## src/rtl/btn_pkg.sv

```systemverilog
// Shared definitions for the push-button conditioner: FSM encoding, default
// timing constants and the counter-width helper.
package btn_pkg;

  typedef enum logic [1:0] {
    IDLE         = 2'd0,
    PRESS_WAIT   = 2'd1,
    HELD         = 2'd2,
    RELEASE_WAIT = 2'd3
  } btn_state_e;

  localparam int unsigned DEBOUNCE_CYCLES = 500000;
  localparam int unsigned LONG_CYCLES     = 50000000;
  localparam int unsigned REPEAT_CYCLES   = 10000000;

  // Bits needed to count 0..max_val-1, never less than one bit.
  function automatic int unsigned cnt_w(input int unsigned max_val);
    return (max_val < 2) ? 1 : $clog2(max_val);
  endfunction

endpackage

```

## src/rtl/button_channel.sv

```systemverilog
// One button: 2-FF synchroniser, debounce/hold counters and the press FSM.
// Every output is a register.
module button_channel #(
  parameter int unsigned DEBOUNCE_CYCLES = btn_pkg::DEBOUNCE_CYCLES,
  parameter int unsigned LONG_CYCLES     = btn_pkg::LONG_CYCLES,
  parameter int unsigned REPEAT_CYCLES   = btn_pkg::REPEAT_CYCLES
) (
  input  logic clk,
  input  logic rst_n,
  input  logic i_btn_n_raw,
  output logic o_level,
  output logic o_press,
  output logic o_release,
  output logic o_long,
  output logic o_repeat
);
  import btn_pkg::*;

  localparam int unsigned DB_W     = cnt_w(DEBOUNCE_CYCLES);
  localparam int unsigned HOLD_MAX = (LONG_CYCLES > REPEAT_CYCLES) ? LONG_CYCLES : REPEAT_CYCLES;
  localparam int unsigned HOLD_W   = cnt_w(HOLD_MAX);
  localparam bit          REPEAT_EN = (REPEAT_CYCLES > 0);

  localparam logic [DB_W-1:0]   DB_LAST   = DB_W'(DEBOUNCE_CYCLES - 1);
  localparam logic [HOLD_W-1:0] LONG_LAST = HOLD_W'(LONG_CYCLES - 1);
  localparam logic [HOLD_W-1:0] REP_LAST  = HOLD_W'(REPEAT_EN ? REPEAT_CYCLES - 1 : 0);

  logic [1:0]        r_sync;
  btn_state_e        r_state;
  logic [DB_W-1:0]   r_db_cnt;
  logic [HOLD_W-1:0] r_hold_cnt;
  logic              r_long_done;

  logic              w_pressed;
  logic              w_enter_held;
  logic              w_hold_step;
  logic              w_hold_run;
  logic              w_hold_hit;
  logic [HOLD_W-1:0] w_hold_last;

  // Synchroniser idles at 1 so a reset never looks like a press.
  always_ff @(posedge clk or negedge rst_n) begin
    if (!rst_n) r_sync <= 2'b11;
    else        r_sync <= {r_sync[0], i_btn_n_raw};
  end

  assign w_pressed    = ~r_sync[1];
  assign w_enter_held = (r_state == PRESS_WAIT) && w_pressed && (r_db_cnt == DB_LAST);
  // Hold time accrues while pressed in HELD, including the cycle a release glitch ends.
  assign w_hold_step  = w_pressed && ((r_state == HELD) || (r_state == RELEASE_WAIT));
  assign w_hold_run   = !r_long_done || REPEAT_EN;
  assign w_hold_last  = r_long_done ? REP_LAST : LONG_LAST;
  assign w_hold_hit   = w_hold_run && (r_hold_cnt == w_hold_last);

  always_ff @(posedge clk or negedge rst_n) begin
    if (!rst_n) begin
      r_state   <= IDLE;
      r_db_cnt  <= '0;
      o_level   <= 1'b0;
      o_press   <= 1'b0;
      o_release <= 1'b0;
    end else begin
      o_press   <= 1'b0;
      o_release <= 1'b0;
      case (r_state)
        IDLE: begin
          if (w_pressed) begin
            r_state  <= PRESS_WAIT;
            r_db_cnt <= '0;
          end
        end
        PRESS_WAIT: begin
          if (!w_pressed) begin
            r_state <= IDLE;
          end else if (r_db_cnt == DB_LAST) begin
            r_state <= HELD;
            o_press <= 1'b1;
            o_level <= 1'b1;
          end else begin
            r_db_cnt <= r_db_cnt + DB_W'(1);
          end
        end
        HELD: begin
          if (!w_pressed) begin
            r_state  <= RELEASE_WAIT;
            r_db_cnt <= '0;
          end
        end
        RELEASE_WAIT: begin
          if (w_pressed) begin
            r_state <= HELD;
          end else if (r_db_cnt == DB_LAST) begin
            r_state   <= IDLE;
            o_release <= 1'b1;
            o_level   <= 1'b0;
          end else begin
            r_db_cnt <= r_db_cnt + DB_W'(1);
          end
        end
        default: r_state <= IDLE;
      endcase
    end
  end

  // Hold counter: long strobe once, then periodic repeats; parks when repeat is off.
  always_ff @(posedge clk or negedge rst_n) begin
    if (!rst_n) begin
      r_hold_cnt  <= '0;
      r_long_done <= 1'b0;
      o_long      <= 1'b0;
      o_repeat    <= 1'b0;
    end else begin
      o_long   <= 1'b0;
      o_repeat <= 1'b0;
      if (w_enter_held) begin
        r_hold_cnt  <= '0;
        r_long_done <= 1'b0;
      end else if (w_hold_step) begin
        if (w_hold_hit) begin
          r_hold_cnt  <= '0;
          r_long_done <= 1'b1;
          o_long      <= !r_long_done;
          o_repeat    <= r_long_done;
        end else if (w_hold_run) begin
          r_hold_cnt <= r_hold_cnt + HOLD_W'(1);
        end
      end
    end
  end

endmodule

```

## src/rtl/button_conditioner.sv

```systemverilog
// Conditions N_BTN active-low buttons into debounced levels plus press,
// release, long-press and auto-repeat strobes.
module button_conditioner #(
  parameter int unsigned N_BTN           = 3,
  parameter int unsigned DEBOUNCE_CYCLES = btn_pkg::DEBOUNCE_CYCLES,
  parameter int unsigned LONG_CYCLES     = btn_pkg::LONG_CYCLES,
  parameter int unsigned REPEAT_CYCLES   = btn_pkg::REPEAT_CYCLES
) (
  input  logic             clk,
  input  logic             reset,
  input  logic [N_BTN-1:0] btn_n_raw,
  output logic [N_BTN-1:0] btn_level,
  output logic [N_BTN-1:0] btn_press,
  output logic [N_BTN-1:0] btn_release,
  output logic [N_BTN-1:0] btn_long,
  output logic [N_BTN-1:0] btn_repeat
);
  import btn_pkg::*;

  for (genvar g = 0; g < N_BTN; g++) begin : g_chan
    button_channel #(
      .DEBOUNCE_CYCLES (DEBOUNCE_CYCLES),
      .LONG_CYCLES     (LONG_CYCLES),
      .REPEAT_CYCLES   (REPEAT_CYCLES)
    ) u_chan (
      .clk         (clk),
      .rst_n       (reset),
      .i_btn_n_raw (btn_n_raw[g]),
      .o_level     (btn_level[g]),
      .o_press     (btn_press[g]),
      .o_release   (btn_release[g]),
      .o_long      (btn_long[g]),
      .o_repeat    (btn_repeat[g])
    );
  end

endmodule

```

## config.mk

```make
export PLATFORM = sky130hd
export DESIGN_NAME = button_conditioner
export DESIGN_NICKNAME = d
export VERILOG_FILES = /design/src/rtl/btn_pkg.sv /design/src/rtl/button_channel.sv /design/src/rtl/button_conditioner.sv
export SDC_FILE = /design/constraint.sdc
export NUM_CORES = 1
export LEC_CHECK = 0
export ABC_AREA = 1
export BUFFER_PORTS_ARGS = -buffer_cell sky130_fd_sc_hd__buf_2
export CAP_MARGIN = 30
export CORE_ASPECT_RATIO = 2
export CORE_UTILIZATION = 46
export CTS_CLUSTER_SIZE = 24
export DETAILED_ROUTE_END_ITERATION = 12
export PLACE_DENSITY = 0.71
export SYNTH_ARGS = -nofsm -noshare
export SYNTH_HDL_FRONTEND = slang
export SYNTH_SLANG_ARGS = --single-unit
```

## constraint.sdc

```tcl
create_clock -name clk -period 2.4 [get_ports clk]
set_clock_uncertainty 0.2 [all_clocks]
set_input_delay 0.24 -clock clk [delete_from_list [all_inputs] [get_ports clk]]
set_output_delay 0.24 -clock clk [all_outputs]
set_load 0.01 [all_outputs]
```

==> flow_summary.yaml, run 1 <==
pwr:
  pwr-share-comb: 0.035
  switchingPower_mw: 1.373
  total_power_mw: 6.045
  seq_power_share: 0.469
  p_leak_nw: 5.659
  p_per_area_mw_per_mm2: 488.0
  clockPowerShare: 0.495
  p_int_mw: 4.672
  ir_worst_vdd_uv: 481.7
  sw_frac_of_total: 0.2272
die:
  die_h_um: 223.3
  io_pins: 20
  die_width_um: 112.6
  std_cell_rows: 80
  initial_utilization: 0.4707
  core_region_area_mm2: 0.02392
  dieArea_mm2: 0.02515
route:
  drtIter0Drc: 804
  drcViolationCount: 0
  first_pass_iters: 6
  wl_met2_mm: 17.85
  met3_length_mm: 1.094
  wl_per_cell_um: 16.38
  met1_length_mm: 11.85
  via_count: 11310
  drt_wl_total_mm: 33.32
  viasPerCell: 5.562
  ant_nets: 0
  top_layer_used: "met4"
logic_synthesis:
  yosys-mux-area-fraction: 0
  ys_seq_area_frac: 0.3673
  netlist.top_cell.by_area: "dfrtp_1"
  ys.flop_type: "dfrtp_1"
  synth_adder_area_share: 0.006667
  synth_area_leaders: "dfrtp_1 (35%), nand2_1 (18%), nand3_1 (10%)"
  synth_compound_area_frac: 0.04567
  synth_nets: 1723
  synth_edf_count: 0
  synth_area_mm2: 0.01126
  synth_top_area_frac: 0.3533
  synth_top_family_by_area: "simple AND/OR/NAND/NOR gates"
  ys.warnings.count: 0
  synthXorXnorAreaFrac: 0.03811
  ys_ff_latch: 165
  ys_types: 41
  synth_area_per_cell_um2: 6.578
  async_reset_ff_frac: 1.000
  synth.top_cells.by_count: "nand2_1 (535), nor2_1 (282), nand3_1 (224)"
  yosysMostFrequentCell: "nand2_1"
  yosys.area_share.simple: 0.4514
  syn_inst: 1712
setup_path:
  critPathMaxStageDelay_ns: 0.51
  cp-startpoint: "g_chan[0].u_chan.r_long_done"
  critical_path_required_ns: 2.53
  cp_slowest_cell: "dfrtp_1"
  path_cells: "inv_1 > nand2_1 > nand3_1 > nor2_1 > nand3_1 > nor2_1 > buf_4 > inv_1 > nand4_1 > nand2_1"
  path_depth: 10
  worstReg2RegStart: "g_chan[0].u_chan.r_long_done"
  worst-setup-path-type: "flop to flop"
  crit_end: "g_chan[0].u_chan.r_hold_cnt[15]"
  reg2regPathDepth: 10
  r2r_setup_slack_ns: 0.21
  start_kind: "flop"
  critPathTopFamily: "simple AND/OR/NAND/NOR gates"
  crit_buf_inv: 3
  timing.rr.end: "g_chan[0].u_chan.r_hold_cnt[15]"
  worstSetupEndpointType: "flop"
  cp_max_fo: 12
  crit_arrival_ns: 2.32
clock_tree:
  cts_root_buf: "clkbuf_16"
  clkSinkCount: 165
  path_clk_slew_ns: 0.07
  cts_tree: "done"
  cts-htree-levels: 4
  cts_made_buffers: 17
  insertion_delay_ns: 0.45
  cts_buffer_depth: 2
outcome:
  outcome: "finished clean"
place:
  dp_slack_ns: 0.006929
  post-dp-hpwl_mm: 25.16
  post_dp_cell_area_mm2: 0.01169
  globalplace.congestion: 1.005
  dp_cells: 1999
  portBuffers: 19
sta:
  fmax_mhz: 456.8
  slew-limit-headroom: 0.5765
  worstMarginPinSlew_ns: 0.6352
  hold_slack_ns: 0.1491
  worst_slack_ns: 0.2109
  setup_viol: 0
  layout_min_cycle_time_ns: 2.189
  post-route-period-util: 0.9121
  finalMaxSlewViolations: 0
  hold_viol: 0
  rsz0062_at_grt: "false"
job:
  cap_violations: 0
worst_hold_path:
  min_path_type: "primary input to asynchronous set/reset pin"
global_route:
  grt_pass1_wl_mm: 54.73
  antenna_found_initial: 0
  grt_pass1_vias: 11200
  grt_usage: 0.2790
  overflow: 0
  grt_start_max_net_pins: 61
layout:
  fin_nets: 1746
  multi_input_area_mm2: 0.006125
  postLayoutCellArea_mm2: 0.01239
  layout.area.seq_mm2: 0.004136
  drive_gt1_frac: 0.08987
  syn_to_final_growth_pct: 9.989
  fin_cells: 2034
  n_antenna_cell: 0
  nFillCells: 2371
==> worst min-delay path by stage <==
stage | start | end | depth (start not counted)
floorplan | reset | asynchronous set/reset pin | 0
global placement | reset | g_chan[1].u_chan.r_hold_cnt[25] | 1
detailed placement | reset | g_chan[1].u_chan.r_hold_cnt[24] | 1
CTS | g_chan[0].u_chan.r_sync[0] | g_chan[0].u_chan.r_sync[1] | 0
global route | g_chan[2].u_chan.r_sync[0] | g_chan[2].u_chan.r_sync[1] | 0
finish | reset | g_chan[1].u_chan.r_hold_cnt[25] | 2
==> layer usage <==
metal  vias up  track usage
li1       5529            -
met1      5291       0.2672
met2       338       0.5199
met3       156      0.04428
met4         0       0.2189
met5         -            0
==> cell type report <==
type,instances,area share
clock buffers,21,0.03718
repair buffers,71,0.04354
well taps,287,0.02899
flip-flops and latches,165,0.3340
clock inverters,10,0.01374
inverters,158,0.04809
multi-input cells,1322,0.4945
==> per-stage QoR <==
stage / setup TNS (ns) / util
floorplan: 0 / -
global placement: -0.09686 / 0.4888
detailed placement: 0 / 0.4888
global route: 0 / 0.5177
CTS: 0 / 0.5170
finish: 0 / 0.5177
==> cells by family (layout without fill, tap and decap cells) <==
kind of cell	after synthesis	count (layout)
DFF	165	165
buffers and inverters	225	260
adders and majority gates	6	6
and+or+nand+nor	1177	1177
AOI/OAI and AO/OA	90	90
xor gates and xnor gates	49	49
==> layout by cell type (no fill, tap or decap), drive strengths merged <==
cell         Yosys  final
nand2          543    543
nor2           290    290
nand3          229    229
inv            158    160
dfrtp          159    159
o21ai           76     76
nand4           72     72
buf             53     67
xor2            43     43
nor3            32     32
clkbuf          14     21
a21oi            9      9
xnor2            6      6
dfstp            6      6
ha               6      6
or2              4      4
bufinv           0      4
dlygate4sd3      0      4
o21bai           3      3
nand3b           2      2
nor4             2      2
nor3b            2      2
clkinv           0      2
clkinvlp         0      2
a31oi            1      1
o31ai            1      1
and3             1      1
==> flip-flops by register name, indices dropped and copies added, names as in the netlist, named ones only <==
register,cells
g_chan.u_chan.r_long_done,3
g_chan.u_chan.r_db_cnt,57
g_chan.u_chan.r_sync,6
g_chan.u_chan.r_hold_cnt,78
g_chan.u_chan.o_level,3
g_chan.u_chan.r_state,3
g_chan.u_chan.o_long,3
g_chan.u_chan.o_release,3
g_chan.u_chan.o_repeat,3
g_chan.u_chan.o_press,3
==> power groups by stage <==
stage / Combinational (mW) / Clock, mW / Sequential [mW]
floorplan: 0.0998 / 0 / 2.88
global placement: 0.209 / 0 / 2.89
detailed placement: 0.213 / 0 / 2.89
CTS: 0.219 / 3.05 / 2.84
global route: 0.241 / 3.17 / 2.84
finish: 0.214 / 2.99 / 2.84
==> what timing repair did <==
item,CTS,global route
setup buffers,0,0
gates resized for setup,1,4
hold endpoints to repair,57,0
endpoints found under the setup margin,3,20
gates cloned,0,0
pin swaps,0,0
hold buffers,4,0
Note: power is estimated with default switching activity, not from simulation.
==> run 2, diff against run 1 <==
Settings changed: CELL_PAD_IN_SITES_DETAIL_PLACEMENT from default to 0, CELL_PAD_IN_SITES_GLOBAL_PLACEMENT from default to 1, PLACE_DENSITY 0.71 to 0.91.
==> run 2 against run 1 <==
  * Core utilization shrank 0.45 points
  * Wire length shrank 1.6%
  * Global-route usage shrank 0.96 points
  * Sequential power is essentially flat
  * Hold slack lost 0.090 ns
  * Sequential share of layout area grew 0.29 points
  * First-iteration DRC count shrank 7.1%
  * Non-clock buffer count shrank 5
  * Design area shrank 0.87%
  * Fmax grew 0.30%
  * Register-to-register slack is essentially flat
  * Power shrank 4.1%
  * Critical path type unchanged
  * Largest cell class unchanged
  * Highest routed layer unchanged
==> flow_summary.yaml, run 2 (synthesis results as in run 1) <==
outcome:
  outcome: "finished clean"
sta:
  setup_viol: 0
  slew-limit-headroom: 0.6107
  timing.setup.tns_ns: 0
  hold_viol: 0
  layout_min_cycle_time_ns: 2.182
  post-route-period-util: 0.9094
  fmax_mhz: 458.2
  rsz0062_at_grt: "false"
  worstMarginPinSlew_ns: 0.5794
  finalMaxSlewViolations: 0
place:
  portBuffers: 19
  globalplace.congestion: 0.9815
  post-dp-hpwl_mm: 24.90
job:
  cap_violations: 0
setup_path:
  critical_path_required_ns: 2.60
  worstSetupEndpointType: "flop"
  crit_arrival_ns: 2.38
  cp_max_fo: 16
  start_kind: "flop"
  worst-setup-path-type: "flop to flop"
die:
  dieArea_mm2: 0.02515
  die_h_um: 223.3
  die_width_um: 112.6
  io_pins: 20
  initial_utilization: 0.4707
  std_cell_rows: 80
  core_region_area_mm2: 0.02392
route:
  drt_wl_total_mm: 32.80
  viasPerCell: 5.580
  drcViolationCount: 0
  via_count: 11330
  wl_per_cell_um: 16.16
  ant_nets: 0
  drtIter0Drc: 747
  first_pass_iters: 7
layout:
  syn_to_final_growth_pct: 9.033
  reg_top3: "g_chan.u_chan.r_hold_cnt (78), g_chan.u_chan.r_db_cnt (57), g_chan.u_chan.r_sync (6)"
  final_util: 0.5132
  mostFrequentLayoutCells: "nand2_1 (535), nor2_1 (282), nand3_1 (224), dfrtp_1 (159), inv_1 (149)"
  largest_register_ffs: 78
  fin_nets: 1741
  layout.area.seq_mm2: 0.004136
  final_common_cell: "nand2_1"
  multi_input_area_mm2: 0.006102
  n_antenna_cell: 0
  top_register: "g_chan.u_chan.r_hold_cnt"
  drive_gt1_frac: 0.08778
  nFillCells: 2457
global_route:
  grt_usage: 0.2694
  grt_start_max_net_pins: 55
  grt_pass1_vias: 10840
  antenna_found_initial: 0
  grt_pass1_wl_mm: 52.54
  overflow: 0
pwr:
  p_per_area_mw_per_mm2: 472.1
  total_power_mw: 5.796
  p_leak_nw: 5.603
  ir_worst_vdd_uv: 502.4
clock_tree:
  cts_buffer_depth: 2
  clkSinkCount: 165
  cts-htree-levels: 4
  insertion_delay_ns: 0.46
  cts_setup_buffers: 0
  cts_root_buf: "clkbuf_16"
  cts_tree: "done"
  path_clk_slew_ns: 0.07
  ctsHoldBuffers: 4
  cts_made_buffers: 17
  cts-resized-gates: 0
worst_hold_path:
  min_path_type: "primary input to asynchronous set/reset pin"
==> run 2: changes by cell type in the layout (fill, tap and decap cells not counted), sizes merged <==
| cell | delta |
|---|---|
| buf | -5 |
| bufinv | -3 |
| inv | +2 |
| clkinv | +3 |
| clkbuf | -1 |
==> run 2: cell type report <==
| cell class | count | share of cell area |
|---|---|---|
| multi-input cells | 1322 | 0.4970 |
| repair buffers | 66 | 0.04086 |
| flip-flops and latches | 165 | 0.3369 |
| clock buffers | 20 | 0.03801 |
| well taps | 287 | 0.02925 |
| clock inverters | 12 | 0.009477 |
| inverters | 158 | 0.04851 |
==> run 2: routing by layer <==
layer | up-vias | part of all wire | global-route usage | routed length, um
met3 | 160 | 0.031 | 0.03912 | 1033
met2 | 344 | 0.53 | 0.4988 | 17540
met4 | 0 | 0.080 | 0.2254 | 2639
met1 | 5300 | 0.35 | 0.2575 | 11580
met5 | - | 0 | 0 | 0
li1 | 5524 | - | - | -
==> run 2: through the flow <==
| stage | area (um2) | cells | hold WS [ns] | worst slack, ns |
|---|---|---|---|---|
| after floorplan | 11260 | 1712 | -0.2556 | 0.5547 |
| after global placement | 11650 | 1994 | -0.01787 | 0.2834 |
| after detailed placement | 11650 | 1994 | -0.01282 | 0.2443 |
| after CTS | 12280 | 2030 | 0.06486 | 0.2303 |
| after global routing | 12280 | 2030 | 0.08961 | 0.04821 |
| final | 12280 | 2030 | 0.05904 | 0.2175 |
==> run 2: path summary, 6_finish.rpt <==
path | startpoint | end | slack, ns | depth (start not counted)
max in group asynchronous | reset | g_chan[0].u_chan.r_sync[0] | 1.25 | 3
hold / removal | reset | g_chan[2].u_chan.r_hold_cnt[8] | 0.06 | 2
hold reg to reg | g_chan[0].u_chan.r_sync[0] | g_chan[0].u_chan.r_sync[1] | 0.16 | 0
min in group clk | g_chan[0].u_chan.r_sync[0] | g_chan[0].u_chan.r_sync[1] | 0.16 | 0
setup reg to reg | g_chan[0].u_chan.r_db_cnt[0] | g_chan[0].u_chan.r_hold_cnt[21] | 0.22 | 9
setup / recovery | g_chan[0].u_chan.r_db_cnt[0] | g_chan[0].u_chan.r_hold_cnt[21] | 0.22 | 9
==> run 2: worst max-delay path, stage by stage, from the launching register on <==
cell	delay, ns
dfrtp_1	0.42
ha_1	0.32
inv_2	0.09
nor2_4	0.13
nand4_2	0.12
nor2_2	0.16
nand2_2	0.22
nand2_2	0.29
nand3_1	0.12
nand2_1	0.07
==> run 2: power by group <==
| part | switching, mW | internal, mW |
|---|---|---|
| logic | 0.144 | 0.0558 |
| clock network | 1.23 | 1.52 |
| registers | 0.0295 | 2.81 |
| total | 1.41 | 4.39 |
==> run 3, diff against run 2 <==
==> constraint.sdc (replaced) <==
create_clock -name clk -period 2.4 [get_ports clk]
set_clock_uncertainty 0.2 [all_clocks]
set_input_delay 0.36 -clock clk [delete_from_list [all_inputs] [get_ports clk]]
set_output_delay 0.36 -clock clk [all_outputs]
set_load 0.01 [all_outputs]
==> run 3 against run 2 <==
  * Combinational power is 2% higher
  * Via count fell by 0.67%
  * Largest cell class unchanged
  * Non-clock buffer count is 3 higher
  * Register-to-register slack is essentially flat
==> flow_summary.yaml, run 3 (synthesis results as in run 1) <==
route:
  wl_per_cell_um: 16.35
  ant_nets: 0
  drtIter0Drc: 638
  drt_wl_total_mm: 33.24
  via_count: 11250
  viasPerCell: 5.535
  drcViolationCount: 0
  first_pass_iters: 5
global_route:
  overflow: 0
  antenna_found_initial: 0
  grt_usage: 0.2783
  grt_pass1_wl_mm: 54.43
  grt_start_max_net_pins: 64
  grt_pass1_vias: 11110
sta:
  worst_slack_ns: 0.2255
  layout_min_cycle_time_ns: 2.174
  timing.setup.tns_ns: 0
  hold_viol: 0
  rsz0062_at_grt: "false"
  fmax_mhz: 459.9
  worstMarginPinSlew_ns: 0.6477
  post-route-period-util: 0.9060
  finalMaxSlewViolations: 0
  setup_viol: 0
  slew-limit-headroom: 0.5682
layout:
  mostFrequentLayoutCells: "nand2_1 (535), nor2_1 (282), nand3_1 (224), dfrtp_1 (159), inv_1 (149)"
  fin_cells: 2033
  final_common_cell: "nand2_1"
  largest_register_ffs: 78
  drive_gt1_frac: 0.08648
  n_antenna_cell: 0
  final_util: 0.5127
  nFillCells: 2458
  top_register: "g_chan.u_chan.r_hold_cnt"
  reg_top3: "g_chan.u_chan.r_hold_cnt (78), g_chan.u_chan.r_db_cnt (57), g_chan.u_chan.r_sync (6)"
  fin_nets: 1744
  syn_to_final_growth_pct: 8.922
setup_path:
  worstReg2RegStart: "g_chan[1].u_chan.r_db_cnt[0]"
  worstSetupEndpointType: "flop"
  critical_path_required_ns: 2.52
  cp_max_fo: 11
  cp_slowest_cell: "dfrtp_1"
  r2r_setup_slack_ns: 0.23
  critPathMostFrequentCell: "nand2_2"
  path_cells: "ha_1 > nand3_2 > inv_2 > nand3_1 > nor2_4 > nand2_2 > nand2_2 > o21ai_0"
  timing.rr.end: "g_chan[1].u_chan.r_hold_cnt[11]"
  worst-setup-path-type: "flop to flop"
  start_kind: "flop"
  crit_arrival_ns: 2.30
  reg2regPathDepth: 8
  critPathMaxStageDelay_ns: 0.45
place:
  post-dp-hpwl_mm: 25.78
  dp_slack_ns: 0.2482
  portBuffers: 19
  dp_cells: 1997
  globalplace.congestion: 0.9584
worst_hold_path:
  min-delay-start: "g_chan[0].u_chan.r_sync[0]"
  min_path_type: "flop to flop"
  holdPathEnd: "g_chan[0].u_chan.r_sync[1]"
  hold_depth: 0
clock_tree:
  cts_buffer_depth: 2
  cts_setup_buffers: 0
  cts_root_buf: "clkbuf_16"
  insertion_delay_ns: 0.45
  cts_tree: "done"
  cts-resized-gates: 0
  clkSinkCount: 165
  cts_made_buffers: 17
  cts-htree-levels: 4
  path_clk_slew_ns: 0.06
die:
  core_region_area_mm2: 0.02392
  dieArea_mm2: 0.02515
  initial_utilization: 0.4707
  io_pins: 20
  die_h_um: 223.3
  std_cell_rows: 80
  die_width_um: 112.6
job:
  cap_violations: 0
pwr:
  p_per_area_mw_per_mm2: 462.1
  total_power_mw: 5.668
  ir_worst_vdd_uv: 454.6
  p_leak_nw: 5.592
outcome:
  outcome: "finished clean"
run 3: worst max-delay path by stage:
| stage | startpoint | endpoint | slack (ns) | depth (start not counted) |
|---|---|---|---|---|
| 4_1_cts | g_chan[1].u_chan.r_db_cnt[0] | g_chan[1].u_chan.r_db_cnt[2] | 0.23 | 9 |
| 3_3_place_gp | g_chan[1].u_chan.r_db_cnt[0] | g_chan[1].u_chan.r_db_cnt[2] | 0.29 | 9 |
| 3_5_place_dp | g_chan[1].u_chan.r_db_cnt[0] | g_chan[1].u_chan.r_hold_cnt[16] | 0.25 | 8 |
| 6_report | g_chan[1].u_chan.r_db_cnt[0] | g_chan[1].u_chan.r_hold_cnt[11] | 0.23 | 8 |
| 5_1_grt | g_chan[0].u_chan.r_db_cnt[0] | g_chan[0].u_chan.r_hold_cnt[0] | 0.1 | 8 |
| 2_1_floorplan | g_chan[0].u_chan.r_db_cnt[0] | g_chan[0].u_chan.r_db_cnt[10] | 0.55 | 11 |
run 3: through the flow:
step | hold slack, ns | cell area [um2]
finish | 0.1557 | 12270
global route | 0.1593 | 12270
CTS | 0.1569 | 12270
detailed placement | 0.1479 | 11680
global placement | 0.1461 | 11680
floorplan | -0.1356 | 11260
run 3: cell type report:
class	instances	area (um2)	share of cell area
clock buffers	24	471.7	0.03846
clock inverters	8	76.32	0.006223
inverters	158	595.6	0.04856
multi-input cells	1322	6102	0.4975
flip-flops and latches	165	4136	0.3372
well taps	287	359.1	0.02928
repair buffers	69	524.3	0.04274
run 3: report_power, final:
part           total, mW  switching [mW]  internal (mW)
registers           2.84          0.0299           2.81
logic              0.204           0.144         0.0592
clock network       2.62            1.15           1.48
total               5.67            1.32           4.35
run 3: per-layer routing:
layer	vias up	GRT usage	wire length (um)	share of wire
met2	323	0.5169	18090	0.54
li1	5536	-	-	-
met4	0	0.2331	2613	0.079
met5	-	0	0	0
met1	5235	0.2612	11520	0.35
met3	158	0.04510	1009	0.030
run 3: timing repair:
item | CTS | global route
setup endpoints to repair | 0 | 0
hold buffers | 4 | 0
hold endpoints to repair | 55 | 0
run 3: critical path: cells and delay by family (launching register included):
kind	cells	cell delay, ns
AOI/OAI and AO/OA	1	0.12
adders and majority gates	1	0.32
and+or+nand+nor	5	0.83
buffers and inverters	1	0.13
DFF	1	0.45
